==> src/rtl/muldiv_pkg.sv <==
// Shared constants, op encoding and FSM states for the iterative M-extension unit.
// Build option MULDIV_DIV_EN enables the divider datapath in muldiv_unit.
package muldiv_pkg;

    localparam int MULDIV_XLEN = 32;
    localparam int CNT_W       = 6;

    typedef enum logic [2:0] {
        OP_MUL    = 3'b000,
        OP_MULH   = 3'b001,
        OP_MULHSU = 3'b010,
        OP_MULHU  = 3'b011,
        OP_DIV    = 3'b100,
        OP_DIVU   = 3'b101,
        OP_REM    = 3'b110,
        OP_REMU   = 3'b111
    } op_e;

    typedef enum logic [1:0] {
        S_IDLE = 2'd0,
        S_CALC = 2'd1,
        S_FIX  = 2'd2,
        S_DONE = 2'd3
    } state_e;

    function automatic logic op_a_signed(input logic [2:0] f);
        case (f)
            3'b001, 3'b010, 3'b100, 3'b110: return 1'b1;
            default:                        return 1'b0;
        endcase
    endfunction

    function automatic logic op_b_signed(input logic [2:0] f);
        case (f)
            3'b001, 3'b100, 3'b110: return 1'b1;
            default:                return 1'b0;
        endcase
    endfunction

endpackage

==> src/rtl/muldiv_sign_fix.sv <==
// Conditional two's-complement negation: magnitude <-> signed value.
// Used by muldiv_unit (build option MULDIV_DIV_EN adds two more instances).
module muldiv_sign_fix #(
    parameter int W = 32
) (
    input  logic [W-1:0] i_val,
    input  logic         i_neg,
    output logic [W-1:0] o_val
);
    assign o_val = i_neg ? (~i_val + {{(W-1){1'b0}}, 1'b1}) : i_val;
endmodule

==> src/rtl/muldiv_unit.sv <==
// Iterative RV32M multiply/divide unit: IDLE -> CALC (load + 32 steps) -> FIX -> DONE.
// Define MULDIV_DIV_EN to build the divider; otherwise ops 1xx finish with illegal_op.
module muldiv_unit
    import muldiv_pkg::*;
#(
    parameter int XLEN = MULDIV_XLEN,
    parameter int ITER = MULDIV_XLEN
) (
    input  logic            clk,
    input  logic            rst,
    input  logic            start,
    input  logic [2:0]      op,
    input  logic [XLEN-1:0] rs1_data,
    input  logic [XLEN-1:0] rs2_data,
    input  logic [4:0]      rd_in,
    output logic            busy,
    output logic            done,
    output logic [XLEN-1:0] result,
    output logic [4:0]      rd_out,
    output logic            illegal_op
);
    state_e            r_state;
    state_e            w_state_next;
    op_e               r_op;
    logic [CNT_W-1:0]  r_cnt;
    logic [XLEN-1:0]   r_a_mag;
    logic [XLEN-1:0]   r_b_mag;
    logic              r_sa;
    logic              r_sb;
    logic [2*XLEN-1:0] r_prod;
    logic [XLEN-1:0]   r_result;
    logic [4:0]        r_rd;
    logic [XLEN-1:0]   w_abs_a;
    logic [XLEN-1:0]   w_abs_b;
    logic [2*XLEN-1:0] w_prod_fix;
    logic [XLEN:0]     w_mul_sum;
    logic [2*XLEN-1:0] w_mul_next;
    logic [2*XLEN-1:0] w_div_next;
    logic [XLEN-1:0]   w_result;

    // Operands are captured raw; the first CALC cycle replaces them with magnitudes.
    muldiv_sign_fix #(.W(XLEN)) u_abs_a (.i_val(r_a_mag), .i_neg(r_sa), .o_val(w_abs_a));
    muldiv_sign_fix #(.W(XLEN)) u_abs_b (.i_val(r_b_mag), .i_neg(r_sb), .o_val(w_abs_b));
    muldiv_sign_fix #(.W(2*XLEN)) u_fix_prod (.i_val(r_prod), .i_neg(r_sa ^ r_sb), .o_val(w_prod_fix));

    // Shift-add multiply step: multiplier in the low half, partial product in the high half.
    always_comb begin
        w_mul_sum = {1'b0, r_prod[2*XLEN-1:XLEN]};
        if (r_prod[0]) begin
            w_mul_sum = w_mul_sum + {1'b0, r_a_mag};
        end else begin
            w_mul_sum = {1'b0, r_prod[2*XLEN-1:XLEN]};
        end
        w_mul_next = {w_mul_sum, r_prod[XLEN-1:1]};
    end

`ifdef MULDIV_DIV_EN
    logic [XLEN:0]   w_div_shift;
    logic [XLEN-1:0] w_div_sub;
    logic            w_div_ge;
    logic [XLEN-1:0] w_quo_fix;
    logic [XLEN-1:0] w_rem_fix;

    muldiv_sign_fix #(.W(XLEN)) u_fix_quo (.i_val(r_prod[XLEN-1:0]), .i_neg(r_sa ^ r_sb), .o_val(w_quo_fix));
    muldiv_sign_fix #(.W(XLEN)) u_fix_rem (.i_val(r_prod[2*XLEN-1:XLEN]), .i_neg(r_sa), .o_val(w_rem_fix));

    // Restoring divide step: remainder in the high half, dividend/quotient in the low half.
    always_comb begin
        w_div_shift = {r_prod[2*XLEN-1:XLEN], r_prod[XLEN-1]};
        w_div_ge    = (w_div_shift >= {1'b0, r_b_mag});
        w_div_sub   = w_div_shift[XLEN-1:0] - r_b_mag;
        if (w_div_ge) begin
            w_div_next = {w_div_sub, r_prod[XLEN-2:0], 1'b1};
        end else begin
            w_div_next = {w_div_shift[XLEN-1:0], r_prod[XLEN-2:0], 1'b0};
        end
    end
`else
    assign w_div_next = r_prod;
`endif

    // FIX-stage result selection; a zero divisor forces an all-ones quotient.
    always_comb begin
        w_result = {XLEN{1'b0}};
        case (r_op)
            OP_MUL:                       w_result = w_prod_fix[XLEN-1:0];
            OP_MULH, OP_MULHSU, OP_MULHU: w_result = w_prod_fix[2*XLEN-1:XLEN];
`ifdef MULDIV_DIV_EN
            OP_DIV, OP_DIVU:              w_result = (r_b_mag == {XLEN{1'b0}}) ? {XLEN{1'b1}} : w_quo_fix;
            OP_REM, OP_REMU:              w_result = w_rem_fix;
`endif
            default:                      w_result = {XLEN{1'b0}};
        endcase
    end

    // State register.
    always_ff @(posedge clk or posedge rst) begin
        if (rst) begin
            r_state <= S_IDLE;
        end else begin
            r_state <= w_state_next;
        end
    end

    // Next-state logic; every op runs the full latency.
    always_comb begin
        w_state_next = r_state;
        case (r_state)
            S_IDLE:  w_state_next = start ? S_CALC : S_IDLE;
            S_CALC:  w_state_next = (r_cnt == CNT_W'(ITER)) ? S_FIX : S_CALC;
            S_FIX:   w_state_next = S_DONE;
            S_DONE:  w_state_next = S_IDLE;
            default: w_state_next = S_IDLE;
        endcase
    end

    // Datapath registers: capture, magnitude load, iteration, result.
    always_ff @(posedge clk or posedge rst) begin
        if (rst) begin
            r_op     <= OP_MUL;
            r_cnt    <= {CNT_W{1'b0}};
            r_a_mag  <= {XLEN{1'b0}};
            r_b_mag  <= {XLEN{1'b0}};
            r_sa     <= 1'b0;
            r_sb     <= 1'b0;
            r_prod   <= {(2*XLEN){1'b0}};
            r_result <= {XLEN{1'b0}};
            r_rd     <= 5'd0;
        end else begin
            case (r_state)
                S_IDLE: begin
                    if (start) begin
                        r_op    <= op_e'(op);
                        r_a_mag <= rs1_data;
                        r_b_mag <= rs2_data;
                        r_sa    <= op_a_signed(op) & rs1_data[XLEN-1];
                        r_sb    <= op_b_signed(op) & rs2_data[XLEN-1];
                        r_rd    <= rd_in;
                        r_cnt   <= {CNT_W{1'b0}};
                    end
                end
                S_CALC: begin
                    r_cnt <= r_cnt + 6'd1;
                    if (r_cnt == {CNT_W{1'b0}}) begin
                        r_a_mag <= w_abs_a;
                        r_b_mag <= w_abs_b;
                        r_prod  <= {{XLEN{1'b0}}, (r_op[2] ? w_abs_a : w_abs_b)};
                    end else if (r_op[2]) begin
                        r_prod <= w_div_next;
                    end else begin
                        r_prod <= w_mul_next;
                    end
                end
                S_FIX:   r_result <= w_result;
                default: r_result <= r_result;
            endcase
        end
    end

    // Outputs decoded from registered state.
    always_comb begin
        busy   = (r_state != S_IDLE);
        done   = (r_state == S_DONE);
        result = r_result;
        rd_out = r_rd;
`ifdef MULDIV_DIV_EN
        illegal_op = 1'b0;
`else
        illegal_op = (r_state == S_DONE) && r_op[2];
`endif
    end

endmodule

==> config.mk <==
export PLATFORM = sky130hd
export DESIGN_NAME = muldiv_unit
export DESIGN_NICKNAME = d
export VERILOG_FILES = /design/src/rtl/muldiv_pkg.sv /design/src/rtl/muldiv_sign_fix.sv /design/src/rtl/muldiv_unit.sv
export SDC_FILE = /design/constraint.sdc
export NUM_CORES = 1
export LEC_CHECK = 0
export CORE_MARGIN = 1.5
export CORE_UTILIZATION = 55
export DETAILED_ROUTE_END_ITERATION = 8
export DONT_BUFFER_PORTS = 1
export GPL_ROUTABILITY_DRIVEN = 1
export HOLD_SLACK_MARGIN = 0.03
export PLACE_DENSITY = 0.73
export SLEW_MARGIN = 10
export SYNTH_ARGS = -nofsm -noshare
export SYNTH_HDL_FRONTEND = slang
export SYNTH_SLANG_ARGS = --single-unit
==> constraint.sdc <==
create_clock -name clk -period 5.4 [get_ports clk]
set_clock_uncertainty 0.1 [all_clocks]
set_input_delay 0.54 -clock clk [delete_from_list [all_inputs] [get_ports clk]]
set_output_delay 0.54 -clock clk [all_outputs]
set_load 0.005 [all_outputs]
==> impl_metrics.csv <==
group,metric,value,unit
route,num_vias,12000,
clock_tree,cts_buffers,17,
clock_tree,post_cts_resized,0,
worst_setup_path,slowest_delay,0.67,ns
worst_setup_path,arrival,4.02,ns
worst_setup_path,endpoint_kind,"flop",
synthesis,synthTopCellsByArea,"dfrtp_1 (35%), o21ai_0 (6.5%), a21oi_1 (6.4%), nand2_1 (5.2%), xnor2_1 (5.0%)",
worst_setup_path,cp_cell_sequence,"or4_1 -> nor4_1 -> nand4_1 -> or4_1 -> nor2_1 -> a21oi_1 -> xor2_1 -> a221oi_1 -> nor2_1",
synthesis,yosys.area.top_type,"dfrtp_1",
worst_setup_path,critPathLaunchType,"flop",
synthesis,avgSynthCellArea,8.09,um2
sta,tightest_slew,1.07,ns
synthesis,synthesis.area,0.0127,mm2
power,sw_frac_of_total,51.8,%
global_route,grt_usage,33.0,%
power,p_switching,5.55,mW
worst_setup_path,critPathBufInv,0,
run_status,status,"completed",
global_route,grt_max_degree,135,
worst_setup_path,cp_top_family,"simple AND/OR/NAND/NOR gates",
global_route,gr-total-overflow,0,
synthesis,synth_edf_count,0,
die,die_w,155,um
sta,max_freq,264,MHz
worst_setup_path,setup.reg_to_reg.worst_slack,1.61,ns
route,avgViaCountPerCell,6.64,
sta,fin_crit_sh,70.2,%
global_route,antenna_found_initial,0,
clock_tree,cts_max_level,4,
route,drt_wl_total,39300,um
clock_tree,worstSkewPairLatency,0.45,ns
die,rows,55,
power,seqPwrFrac,28.0,%
layout,seqCellArea,0.00446,mm2
layout,area_growth,6.80,%
placement,dp.cells,1775,
sta,post-route-worst-setup-slack,1.61,ns
clock_tree,path_clk_slew,0.07,ns
route,ant_nets,0,
clock_tree,cts_root_buffer,"clkbuf_16",
sta,maxSlewViolCount,0,
placement,hpwl,28300,um
sta,rsz0062_at_grt,"false",
power,intPower,5.17,mW
die,die_h,155,um
clock_tree,clockBufferDepth,2,
sta,hold_violations,0,
layout,fillers,1998,
power,power_per_cell_area,792,mW/mm2
synthesis,ys.warnings.count,0,
placement,io_buffer_count,0,
worst_setup_path,crit_required,5.63,ns
synthesis,netlist_instances,1566,
clock_tree,cts_setup_buffers,0,
die,core_area,0.0226,mm2
die,ios,115,
synthesis,synth_seq_cells,178,
route,avgRoutedWirePerCell,21.7,um
synthesis,synth_nets,1679,
power,pwr-share-clk,12.7,%
synthesis,ys.flop_type,"dfrtp_1",
layout,nets,1622,
die,start_util,55.9,%
die,dieArea,0.0240,mm2
synthesis,synth_top_area_share,35.2,%
synthesis,ys_types,63,
sta,fin_setup_tns,0,ns
worst_setup_path,crit_type,"reg -> reg",
placement,dpl_worst_slack,1.68,ns
global_route,grt_pass1_vias,10900,
power,combPwrFrac,59.3,%
layout,multi_input_area,0.00777,mm2
synthesis,async_reset_ff_share,100,%
power,ir_worst_vdd,0.361,mV
route,route.detailed.drc,0,
worst_setup_path,crit_path_top_delay_cell,"or4_1",
layout,diodes,0,
sta,setup_viol,0,
layout,layout-drive-gt1-share,6.24,%
clock_tree,cts_tree,"built",
synthesis,synth_seq_area_share,35.2,%
sta,post-route-min-period,3.79,ns
route,first_pass_iters,6,
power,p_leak,5.73,nW
global_route,grt_pass1_wl,61700,um
flow_run,drv_cap,0,
sta,slew_headroom,28.5,%
min_path,hold_class,"in -> async",
route,initialDrtViolationCount,1364,
layout,fin_cells,1807,
clock_tree,cts_sinks,178,
placement,gp_congestion,0.917,
clock_tree,postCtsHoldBufs,0,
worst_setup_path,path_max_fanout,8,
worst paths after layout:
check / startpoint / end / depth (start not counted)
max: r_prod[4]$_DFFE_PP0P_ / result[31]$_DFFE_PP0P_ / 9
min: rst / result[1]$_DFFE_PP0P_ / 1
max reg2reg: r_prod[4]$_DFFE_PP0P_ / result[31]$_DFFE_PP0P_ / 9
min reg2reg: r_b_mag[31]$_DFFE_PP0P_ / r_b_mag[31]$_DFFE_PP0P_ / 2
max in group asynchronous: rst / r_a_mag[10]$_DFFE_PP0P_ / 2
min in group clk: rs2_data[31] / r_sb$_DFFE_PP0P_ / 2
layout make-up:
| cell class | instances | area share [%] |
|---|---|---|
| multi-input cells | 1260 | 57.4 |
| flip-flops and latches | 178 | 32.9 |
| clock buffers | 18 | 3.17 |
| well taps | 285 | 2.64 |
| repair buffers | 27 | 1.59 |
| clock inverters | 14 | 1.51 |
| inverters | 25 | 0.721 |
layer usage:
layer  global-route usage (%)  wire [um]
met2                     50.0      17200
met4                     7.65        782
met3                     9.53       4410
met5                        0          0
met1                     46.6      16900
sequential cells by signal, summed over array words and instances (netlist names), named ones only:
signal,count
r_a_mag,32
r_b_mag,32
r_cnt,6
r_op,3
r_prod,64
r_sa,1
r_sb,1
r_state,1
rd_out,5
result,32
power by group through the flow:
stage | clock [mW] | sequential, mW | combinational, mW
floorplan | 0 | 2.51 | 4.95
global placement | 0 | 2.93 | 6.10
detailed placement | 0 | 2.97 | 6.21
CTS | 1.37 | 2.95 | 6.25
global route | 1.42 | 3.08 | 7.04
finish | 1.36 | 3.00 | 6.35
cells by family after synthesis:
logic type	Yosys count	share of synthesized area [%]
AND/OR/NAND/NOR	486	17.4
buffers and inverters	128	3.79
multiplexers	37	3.03
XOR/XNOR	144	9.96
flip-flops	178	35.2
AO/OA/AOI/OAI	555	26.9
adder cells (fa/ha/maj)	38	3.81
synthesized netlist by cell type, drive strengths merged, types with 4 or more instances:
| master | n |
|---|---|
| a211oi | 5 |
| a21o | 22 |
| a21oi | 163 |
| a221oi | 12 |
| a22oi | 41 |
| a31oi | 12 |
| a32oi | 10 |
| and2 | 4 |
| and3 | 10 |
| buf | 7 |
| clkbuf | 96 |
| dfrtp | 178 |
| ha | 37 |
| inv | 25 |
| mux2 | 11 |
| mux2i | 26 |
| nand2 | 176 |
| nand2b | 12 |
| nand3 | 15 |
| nand4 | 11 |
| nor2 | 163 |
| nor2b | 8 |
| nor3 | 27 |
| nor4 | 10 |
| o21a | 5 |
| o21ai | 166 |
| o22ai | 47 |
| o31a | 6 |
| o31ai | 24 |
| o41ai | 13 |
| or2 | 9 |
| or3 | 14 |
| or4 | 22 |
| xnor2 | 73 |
| xor2 | 71 |
per-stage QoR:
stage	total power, mW	util (%)	hold slack, ns	cell area [um2]
2_1_floorplan	7.47	-	0.370	12700
5_1_grt	11.5	59.8	0.128	13500
3_3_place_gp	9.04	57.0	0.390	12900
6_report	10.7	59.8	0.0708	13500
4_1_cts	10.6	59.8	0.0988	13500
3_5_place_dp	9.18	57.0	0.417	12900
cell usage in the layout, fill, tap and decap left out, drive strengths merged, types with 14 or more instances in the layout:
| master | instances |
|---|---|
| or3 | 14 |
| nand3 | 15 |
| or4 | 22 |
| mux2i | 26 |
| nor3 | 27 |
| nand2 | 176 |
| a21oi | 163 |
| inv | 28 |
| o22ai | 47 |
| a21o | 22 |
| buf | 27 |
| o31ai | 24 |
| xnor2 | 73 |
| clkbuf | 18 |
| a22oi | 41 |
| ha | 37 |
| dfrtp | 178 |
| o21ai | 166 |
| xor2 | 71 |
| nor2 | 163 |
Power figures use the tool's default switching activity.
